**src/rtl/vram_slot_arbiter_if.sv**
```systemverilog
// ---------------------------------------------------------------------------
// vram_slot_arbiter_if
// Bundles every non-clock signal of the VRAM slot arbiter: the video timing
// and fetch inputs, the CPU request/ack handshake and the single-port RAM
// bus.
//   slave  : arbiter view (drives video/CPU results and the RAM port)
//   master : environment view (timing generator, CPU, RAM model)
// Signals:
//   clk_pix       pixel enable, one access slot per high clk cycle
//   hc, hbl, vbl  horizontal counter, horizontal/vertical blank
//   vid_addr      video fetch address
//   vid_data      video read data, vid_valid one-clk strobe
//   cpu_req/we/addr/din   CPU request (level, held until ack)
//   cpu_dout/cpu_ack      CPU read data, four-phase acknowledge
//   ram_addr/we/din/dout  synchronous RAM, 1-clk read latency
// ---------------------------------------------------------------------------
interface vram_slot_arbiter_if #(
  parameter int AW = 12,
  parameter int DW = 8
);
  logic          clk_pix;
  logic [8:0]    hc;
  logic          hbl;
  logic          vbl;
  logic [AW-1:0] vid_addr;
  logic [DW-1:0] vid_data;
  logic          vid_valid;
  logic          cpu_req;
  logic          cpu_we;
  logic [AW-1:0] cpu_addr;
  logic [DW-1:0] cpu_din;
  logic [DW-1:0] cpu_dout;
  logic          cpu_ack;
  logic [AW-1:0] ram_addr;
  logic          ram_we;
  logic [DW-1:0] ram_din;
  logic [DW-1:0] ram_dout;

  modport slave (
    input  clk_pix, hc, hbl, vbl, vid_addr,
    input  cpu_req, cpu_we, cpu_addr, cpu_din,
    input  ram_dout,
    output vid_data, vid_valid, cpu_dout, cpu_ack,
    output ram_addr, ram_we, ram_din
  );

  modport master (
    output clk_pix, hc, hbl, vbl, vid_addr,
    output cpu_req, cpu_we, cpu_addr, cpu_din,
    output ram_dout,
    input  vid_data, vid_valid, cpu_dout, cpu_ack,
    input  ram_addr, ram_we, ram_din
  );
endinterface

```
**src/rtl/vram_slot_arbiter.sv**
```systemverilog
// ---------------------------------------------------------------------------
// vram_slot_arbiter
// Time-slices one synchronous single-port VRAM between the video fetch and a
// CPU. Every clk edge with clk_pix=1 is an access slot: even hc -> video,
// odd hc -> CPU. Video reads return on vid_data with a one-clk vid_valid
// strobe two clks after the slot. CPU accesses run a four-phase handshake
// (IDLE -> ISSUE -> CAPTURE -> HOLD), acking two clks after the slot.
// Ports:
//   clk    system clock, all logic on posedge
//   reset  synchronous, active-high
//   bus    vram_slot_arbiter_if.slave (video, CPU and RAM signals)
// Build option:
//   VRAM_ARB_BLANK_CPU_EN  when defined, every slot during hbl/vbl is a CPU
//                          slot and no video fetch happens in blanking.
// ---------------------------------------------------------------------------
module vram_slot_arbiter #(
  parameter int AW = 12,
  parameter int DW = 8
) (
  input  logic                   clk,
  input  logic                   reset,
  vram_slot_arbiter_if.slave     bus
);

  typedef enum logic [1:0] {
    IDLE    = 2'd0,
    ISSUE   = 2'd1,
    CAPTURE = 2'd2,
    HOLD    = 2'd3
  } cpu_st_e;

  cpu_st_e       st_q;
  logic          wr_q;        // current CPU access is a write
  logic          cpu_ack_q;
  logic [DW-1:0] cpu_dout_q;

  logic [AW-1:0] ram_addr_q;
  logic [DW-1:0] ram_din_q;
  logic          ram_we_q;

  // [0] slot edge, [1] RAM read edge, [2] data presented (vid_valid)
  logic [2:0]    vld_pipe_q;
  logic [DW-1:0] vid_data_q;

  logic blank_cpu;
  logic cpu_slot;
  logic vid_slot;
  logic cpu_go;
  logic unused_in;

`ifdef VRAM_ARB_BLANK_CPU_EN
  assign blank_cpu = bus.hbl | bus.vbl;
  assign unused_in = ^bus.hc[8:1];
`else
  assign blank_cpu = 1'b0;
  assign unused_in = ^{bus.hc[8:1], bus.hbl, bus.vbl};
`endif

  assign cpu_slot = bus.clk_pix & (bus.hc[0] | blank_cpu);
  assign vid_slot = bus.clk_pix & ~cpu_slot;
  // A request is only taken while the FSM is idle; otherwise it stays
  // pending (cpu_req is a level) until a later CPU slot.
  assign cpu_go   = cpu_slot & bus.cpu_req & (st_q == IDLE);

  // RAM port. ram_we is a single-clk pulse: it is cleared on every edge
  // that does not start a write, and slots are never on consecutive edges.
  always_ff @(posedge clk) begin
    if (reset) begin
      ram_addr_q <= '0;
      ram_din_q  <= '0;
      ram_we_q   <= 1'b0;
    end else begin
      ram_we_q <= 1'b0;
      if (vid_slot) begin
        ram_addr_q <= bus.vid_addr;
      end else if (cpu_go) begin
        ram_addr_q <= bus.cpu_addr;
        ram_din_q  <= bus.cpu_din;
        ram_we_q   <= bus.cpu_we;
      end
    end
  end

  // Video capture pipeline, independent of the CPU FSM.
  always_ff @(posedge clk) begin
    if (reset) begin
      vld_pipe_q <= '0;
      vid_data_q <= '0;
    end else begin
      vld_pipe_q <= {vld_pipe_q[1:0], vid_slot};
      if (vld_pipe_q[1]) vid_data_q <= bus.ram_dout;
    end
  end

  // CPU handshake FSM with registered ack/dout.
  always_ff @(posedge clk) begin
    if (reset) begin
      st_q       <= IDLE;
      wr_q       <= 1'b0;
      cpu_ack_q  <= 1'b0;
      cpu_dout_q <= '0;
    end else begin
      case (st_q)
        IDLE: begin
          if (cpu_go) begin
            st_q <= ISSUE;
            wr_q <= bus.cpu_we;
          end
        end
        ISSUE: st_q <= CAPTURE;   // RAM samples the access on this edge
        CAPTURE: begin
          st_q      <= HOLD;
          cpu_ack_q <= 1'b1;
          if (!wr_q) cpu_dout_q <= bus.ram_dout;
        end
        HOLD: begin
          // Also covers a request dropped early: ack then lasts one clk.
          if (!bus.cpu_req) begin
            cpu_ack_q <= 1'b0;
            st_q      <= IDLE;
          end
        end
        default: st_q <= IDLE;
      endcase
    end
  end

  assign bus.ram_addr  = ram_addr_q;
  assign bus.ram_din   = ram_din_q;
  assign bus.ram_we    = ram_we_q;
  assign bus.vid_valid = vld_pipe_q[2];
  assign bus.vid_data  = vid_data_q;
  assign bus.cpu_ack   = cpu_ack_q;
  assign bus.cpu_dout  = cpu_dout_q;

endmodule

```
**src/flat_wrapper.sv**
```systemverilog
// flat-port wrapper written by rule: the top's interface ports become plain ports
module vram_slot_arbiter_flat 
#(
  parameter int AW = 12,
  parameter int DW = 8
)
  (clk, reset, bus_clk_pix, bus_hc, bus_hbl, bus_vbl, bus_vid_addr, bus_cpu_req, bus_cpu_we, bus_cpu_addr, bus_cpu_din, bus_ram_dout, bus_vid_data, bus_vid_valid, bus_cpu_dout, bus_cpu_ack, bus_ram_addr, bus_ram_we, bus_ram_din);
  vram_slot_arbiter_if #(.AW(AW), .DW(DW)) bus_i ();
  input  logic clk;
  input  logic reset;
  input wire logic [$bits(bus_i.clk_pix)-1:0] bus_clk_pix;
  input wire logic [$bits(bus_i.hc)-1:0] bus_hc;
  input wire logic [$bits(bus_i.hbl)-1:0] bus_hbl;
  input wire logic [$bits(bus_i.vbl)-1:0] bus_vbl;
  input wire logic [$bits(bus_i.vid_addr)-1:0] bus_vid_addr;
  input wire logic [$bits(bus_i.cpu_req)-1:0] bus_cpu_req;
  input wire logic [$bits(bus_i.cpu_we)-1:0] bus_cpu_we;
  input wire logic [$bits(bus_i.cpu_addr)-1:0] bus_cpu_addr;
  input wire logic [$bits(bus_i.cpu_din)-1:0] bus_cpu_din;
  input wire logic [$bits(bus_i.ram_dout)-1:0] bus_ram_dout;
  output wire logic [$bits(bus_i.vid_data)-1:0] bus_vid_data;
  output wire logic [$bits(bus_i.vid_valid)-1:0] bus_vid_valid;
  output wire logic [$bits(bus_i.cpu_dout)-1:0] bus_cpu_dout;
  output wire logic [$bits(bus_i.cpu_ack)-1:0] bus_cpu_ack;
  output wire logic [$bits(bus_i.ram_addr)-1:0] bus_ram_addr;
  output wire logic [$bits(bus_i.ram_we)-1:0] bus_ram_we;
  output wire logic [$bits(bus_i.ram_din)-1:0] bus_ram_din;
  assign bus_i.clk_pix = bus_clk_pix;
  assign bus_i.hc = bus_hc;
  assign bus_i.hbl = bus_hbl;
  assign bus_i.vbl = bus_vbl;
  assign bus_i.vid_addr = bus_vid_addr;
  assign bus_i.cpu_req = bus_cpu_req;
  assign bus_i.cpu_we = bus_cpu_we;
  assign bus_i.cpu_addr = bus_cpu_addr;
  assign bus_i.cpu_din = bus_cpu_din;
  assign bus_i.ram_dout = bus_ram_dout;
  assign bus_vid_data = bus_i.vid_data;
  assign bus_vid_valid = bus_i.vid_valid;
  assign bus_cpu_dout = bus_i.cpu_dout;
  assign bus_cpu_ack = bus_i.cpu_ack;
  assign bus_ram_addr = bus_i.ram_addr;
  assign bus_ram_we = bus_i.ram_we;
  assign bus_ram_din = bus_i.ram_din;
  vram_slot_arbiter #(.AW(AW), .DW(DW)) u_core (.clk(clk), .reset(reset), .bus(bus_i));
endmodule
```
**config.mk**
```make
export PLATFORM = sky130hd
export DESIGN_NAME = vram_slot_arbiter_flat
export DESIGN_NICKNAME = d
export VERILOG_FILES = /design/src/rtl/vram_slot_arbiter_if.sv /design/src/rtl/vram_slot_arbiter.sv /design/src/flat_wrapper.sv
export SDC_FILE = /design/constraint.sdc
export NUM_CORES = 1
export LEC_CHECK = 0
export CAP_MARGIN = 20
export CELL_PAD_IN_SITES_DETAIL_PLACEMENT = 1
export CELL_PAD_IN_SITES_GLOBAL_PLACEMENT = 1
export CORE_AREA = 2 2 94 78
export DETAILED_ROUTE_END_ITERATION = 6
export DIE_AREA = 0 0 96 80
export GPL_ROUTABILITY_DRIVEN = 0
export MAX_ROUTING_LAYER = met4
export PLACE_DENSITY = 0.76
export SYNTH_ARGS = -nofsm -noshare
export SYNTH_HDL_FRONTEND = slang
export SYNTH_SLANG_ARGS = --single-unit
export TNS_END_PERCENT = 50
```
**constraint.sdc**
```tcl
create_clock -name clk -period 2.1 [get_ports clk]
set_clock_uncertainty 0.15 [all_clocks]
set_input_delay 0.525 -clock clk [delete_from_list [all_inputs] [get_ports clk]]
set_output_delay 0.525 -clock clk [all_outputs]
set_load 0.02 [all_outputs]
```
==> results of run 1 <==
[layer usage]
layer	part of all wire	track usage
met2	0.51	0.244
met3	0.030	0.0283
met1	0.45	0.190
met5	0	-
met4	0.0086	0.0400
[kinds of logic after synthesis]
| group | count (synthesis) | share of synthesized area |
|---|---|---|
| AOI/OAI and AO/OA | 49 | 0.186 |
| adders and majority gates | 4 | 0.0271 |
| buffers and inverters | 19 | 0.0602 |
| DFF | 44 | 0.476 |
| muxes | 21 | 0.114 |
| and+or+nand+nor | 56 | 0.136 |
[stage by stage]
stage	cell area [um^2]	hold slack, ps
2_1_floorplan	1850	264
3_3_place_gp	2820	289
3_5_place_dp	2820	289
4_1_cts	2920	296
5_1_grt	2920	315
6_report	2920	309
[path summary, 6_finish.rpt]
kind | start | to | slack (ps) | cells past startpoint
hold / removal | u_core.bus.ram_din[4]$_SDFFE_PP0P_ | u_core.bus.ram_din[4]$_SDFFE_PP0P_ | 310 | 2
setup reg to reg | u_core.st_q[0]$_SDFFE_PP0P_ | u_core.bus.ram_addr[0]$_SDFFE_PP0P_ | 220 | 5
setup / recovery | bus_cpu_req | u_core.bus.ram_addr[0]$_SDFFE_PP0P_ | 130 | 4
hold reg to reg | u_core.bus.ram_din[4]$_SDFFE_PP0P_ | u_core.bus.ram_din[4]$_SDFFE_PP0P_ | 310 | 2
[registers in the layout (all words and copies together) (netlist names)]
name,cells
u_core.wr_q,1
u_core.st_q,2
u_core.bus.ram_we,1
u_core.bus.ram_din,8
u_core.bus.vid_data,8
u_core.bus.cpu_dout,8
u_core.bus.ram_addr,12
u_core.bus.cpu_ack,1
u_core.vld_pipe_q,3
[synth_stat cells]
library cell   n  area share
a211oi_1       2      0.0081
a211oi_2      10       0.068
a21bo_2        1      0.0054
a21boi_0       1      0.0041
a21oi_1       30       0.081
and2_1         1      0.0034
and2b_1        1      0.0041
and4_1         1      0.0047
buf_12         1       0.011
buf_2          4       0.011
buf_4          1      0.0041
buf_6          2       0.012
clkbuf_1       7       0.014
dfxtp_1       44        0.48
ha_1           4       0.027
inv_1          4      0.0081
mux2_2         1      0.0061
mux2i_1       20        0.11
nand2_1       35       0.071
nand2b_1       1      0.0034
nand4_1        1      0.0034
nor2_1         9       0.018
nor2b_1        5       0.017
nor3_1         1      0.0027
nor4b_2        1      0.0081
o21a_1         1      0.0041
o21ai_0        2      0.0054
o21ba_1        1      0.0054
o41ai_1        1      0.0047
[critical path: cells and delay by family]
| family | cells | cell delay (ps) |
|---|---|---|
| simple gates | 1 | 540 |
| compound gates | 2 | 330 |
| buf+inv | 1 | 570 |
[power by group through the flow]
stage	clock, mW	sequential [mW]	combinational (mW)
final	0.647	0.914	0.468
after global routing	0.702	0.921	0.509
after CTS	0.665	0.915	0.474
after detailed placement	0	0.933	0.469
after global placement	0	0.931	0.460
after floorplan	0	0.978	0.192
[area by class of cell]
class                           instances  share of cell area
Inverter                                4             0.00514
Tap cell                               87              0.0372
Clock buffer                            6              0.0248
Clock inverter                          2              0.0120
Timing Repair Buffer                   98               0.326
Sequential cell                        44               0.301
Multi-Input combinational cell        130               0.293
[layout by cell type, fill, tap and decap left out]
master and instances:
a211oi_1 2, a211oi_2 10, a21bo_2 1, a21boi_0 1
a21oi_1 30, and2_1 1, and2b_1 1, and4_1 1
buf_12 1, buf_2 1, buf_4 13, bufinv_16 1
clkbuf_1 1, clkbuf_8 5, clkdlybuf4s50_1 83, clkinv_2 1
dfxtp_1 44, ha_1 4, inv_1 4, mux2_2 1
mux2i_1 20, nand2_1 35, nand2b_1 1, nand4_1 1
nor2_1 9, nor2b_1 5, nor3_1 1, nor4b_2 1
o21a_1 1, o21ai_0 2, o21ba_1 1, o41ai_1 1
==> metrics.yaml, run 1 <==
setup_path:
  path_cells: "clkdlybuf4s50_1 > a21bo_2 > and2_1 > a211oi_1"
  critPathRequiredTime_ps: 2100
  critPathSlowestCell: "clkdlybuf4s50_1"
  path_max_fanout: 12
  end_kind: "register"
  slowest_delay_ps: 570
  startpoint_type: "primary input"
  critPathKind: "primary input to register"
  crit_arrival_ps: 1970
power_and_ir_drop:
  p_leak_nw: 1.05
  total_power_mw: 2.03
  swShare: 0.269
  seqPwrFrac: 0.451
  clock_power_share: 0.319
  power.density_nw_per_um2: 694
  intPower_mw: 1.48
  pwr-share-comb: 0.231
  vdd_ir_drop_max_v: 0.000268
  p_switching_uw: 546
cells_and_area:
  nets: 343
  n_fill_cell: 773
  syn_to_final_growth_pct: 58.1
  seqCellArea_um2: 881
  drive_gt1_frac: 0.123
  antenna_cells: 0
  postLayoutCoreUtil: 0.435
  instances_no_fill: 371
  multi_input_area_um2: 857
die:
  pin_count: 95
  core_um2: 6720
  fp.dieW_um: 96
  die-area_um2: 7680
  rows: 27
  initial_core_util: 0.275
  die_height_um: 80
min_path:
  hold_class: "register to register"
drt:
  drt_iter0_drc: 28
  drt_first_pass_iters: 4
  wirelength_um: 5360
  viasPerCell: 4.50
  vias: 1668
  drtAntennaViolNets: 0
  wl_per_cell_um: 14.5
  drc: 0
yosys:
  synthesis.nets: 253
  synth_seq_cells: 44
  ys_types: 29
  syn_area_per_cell_um2: 9.58
  synthCells: 193
  ys_seq_area_frac: 0.476
  netlist_area_um2: 1850
  yosys_warnings: 0
sta:
  finalWorstSetupSlack_ps: 127
  rsz0062_at_grt: "false"
  setup_violations: 0
  period_share: 0.940
  relSlewSlack: 0.570
  tightest_slew_ps: 645
  fmax_mhz: 507
  finalMaxSlewViolations: 0
  fin_setup_tns_ps: 0
  hold_viol_final: 0
  finalCriticalPeriod_ps: 1970
grt:
  globalRoute.totalOverflow: 0
  antenna_found_initial: 0
  grt_use_total: 0.150
  grt_max_degree: 21
  grt_pass1_wl_um: 8670
  grt_pass1_vias: 1744
outcome:
  outcome: "finished clean"
clock_tree:
  cts_setup_buffers: 0
  clock-sinks: 44
  tritoncts: "done"
  cts_resized: 0
  h-tree-depth: 2
  clk_latency_ps: 300
  path_clk_slew_ps: 80
  cts_buffers: 5
  clockBufferDepth: 2
  hold_buffers: 0
  root_buffer: "clkbuf_8"
place:
  place_ws_ps: -183
  port_buffers: 84
  post-place-cells: 363
  dpl.hpwl_um: 4060
job:
  maxCapViolCount: 0
No activity file was read; power rests on OpenSTA's default activity.
==> inputs of run 2 (changes only) <==
PLACE_DENSITY = default   (was 0.76)
PLACE_DENSITY_LB_ADDON = 0.3   (was default)
clock period = 2 ns   (was 2.1 ns; I/O delays follow)
==> run 2 against run 1 <==
Net effect: hold slack got worse by 7.7 ps; setup slack got worse by 55 ps; flip-flop and latch count did not move; cell area fell by 0.77%; sequential share of layout area rose by 0.23 points; first-iteration DRC count fell by 18%; final cell count did not move; clock power fell by 20%; critical path depth fell by 3; clock-buffer cell count did not move; combinational power rose by 6.2%; critical endpoint is now bus_ram_din[5].
==> metrics.yaml, run 2 (same netlist as run 1, synthesis figures left out) <==
outcome:
  outcome: "finished clean"
setup_path:
  path_max_fanout: 2
  crit_arrival_ps: 1280
  startpoint_type: "register"
  critPathKind: "register to primary output"
  end_kind: "primary output"
  path_cells: "clkdlybuf4s50_1"
  reg2reg_depth: 6
  regToRegStartpoint: "u_core.st_q[0]$_SDFFE_PP0P_"
  cp-startpoint: "u_core.bus.ram_din[5]$_SDFFE_PP0P_"
  ff2ff_setup_slack_ps: 290
  critPathSlowestCell: "clkdlybuf4s50_1"
  crit_family: "buffers and inverters"
  cp_num_buf_inv: 1
  critPathRequiredTime_ps: 1350
  slowest_delay_ps: 640
  r2r_end: "u_core.bus.ram_addr[8]$_SDFFE_PP0P_"
die:
  initial_core_util: 0.275
  die-area_um2: 7680
  fp.dieW_um: 96
  pin_count: 95
  core_um2: 6720
  die_height_um: 80
  rows: 27
power_and_ir_drop:
  vdd_ir_drop_max_v: 0.000263
  p_leak_nw: 1.04
  power.density_nw_per_um2: 681
grt:
  grt_pass1_vias: 1756
  grt_max_degree: 30
  globalRoute.totalOverflow: 0
  grt_pass1_wl_um: 8480
  antenna_found_initial: 0
  grt_use_total: 0.149
clock_tree:
  clk_latency_ps: 290
  cts_resized: 0
  clockBufferDepth: 2
  root_buffer: "clkbuf_8"
  cts_buffers: 5
  hold_buffers: 0
  h-tree-depth: 2
  cts_setup_buffers: 0
  path_clk_slew_ps: 80
  tritoncts: "done"
  clock-sinks: 44
drt:
  viasPerCell: 4.49
  drtAntennaViolNets: 0
  drt_iter0_drc: 23
  vias: 1667
  wirelength_um: 5320
  drc: 0
  drt_first_pass_iters: 4
  wl_per_cell_um: 14.4
cells_and_area:
  seqCellArea_um2: 881
  syn_to_final_growth_pct: 56.8
  layout_commonest_cell: "clkdlybuf4s50_1"
  drive_gt1_frac: 0.123
  nets: 344
  multi_input_area_um2: 857
  layout_common_cells: "83 x clkdlybuf4s50_1, 44 x dfxtp_1, 35 x nand2_1, 30 x a21oi_1, 20 x mux2i_1"
  design_area_um2: 2900
  n_fill_cell: 763
  antenna_cells: 0
  largest_reg_flops: 12
sta:
  setup_violations: 0
  period_share: 0.964
  tightest_slew_ps: 571
  hold_ws_ps: 301
  fmax_mhz: 519
  relSlewSlack: 0.619
  rsz0062_at_grt: "false"
  finalCriticalPeriod_ps: 1930
  finalMaxSlewViolations: 0
  hold_viol_final: 0
min_path:
  hold_end: "u_core.vld_pipe_q[1]$_SDFF_PP0_"
  hold_start: "u_core.vld_pipe_q[0]$_SDFF_PP0_"
  holdPathStages: 1
  hold_class: "register to register"
place:
  dpl.hpwl_um: 4070
  port_buffers: 84
  place_area_um2: 2820
job:
  maxCapViolCount: 0
-- run 2: where the power goes --
| part | internal, mW | switching (mW) |
|---|---|---|
| combinational | 0.261 | 0.235 |
| sequential | 0.928 | 0.0302 |
| clock | 0.238 | 0.282 |
-- run 2: per-layer routing --
layer	routed length [um]	GRT usage	vias to the layer above
met5	0	-	-
met2	2690	0.249	31
li1	-	-	840
met4	65	0.0557	0
met3	140	0.0274	5
met1	2430	0.179	791
-- run 2: area by class of cell --
class                           count  area share
Timing Repair Buffer               99       0.331
Sequential cell                    44       0.304
Multi-Input combinational cell    130       0.296
Tap cell                           87      0.0375
Clock buffer                        6      0.0250
Inverter                            4     0.00518
Clock inverter                      1     0.00173
-- run 2: metrics by stage --
stage | setup TNS, ps | setup WS (ps) | instances | power, mW | util
floorplan | 0 | 411 | 193 | 1.23 | -
global placement | -67.5 | -47.4 | 364 | 1.47 | 0.420
detailed placement | -238 | -69.8 | 364 | 1.48 | 0.420
CTS | 0 | 54.6 | 371 | 2.01 | 0.431
global route | 0 | 28.0 | 371 | 2.11 | 0.431
finish | 0 | 71.8 | 371 | 1.97 | 0.431
-- run 2: worst max path at each step --
stage	endpoint	slack [ps]	cells past startpoint
finish	bus_ram_din[5]	70	1
CTS	bus_ram_din[5]	50	1
global placement	u_core.st_q[0]$_SDFFE_PP0P_	-50	4
global route	bus_ram_din[5]	30	1
floorplan	u_core.bus.ram_addr[4]$_SDFFE_PP0P_	410	6
detailed placement	u_core.st_q[0]$_SDFFE_PP0P_	-70	4
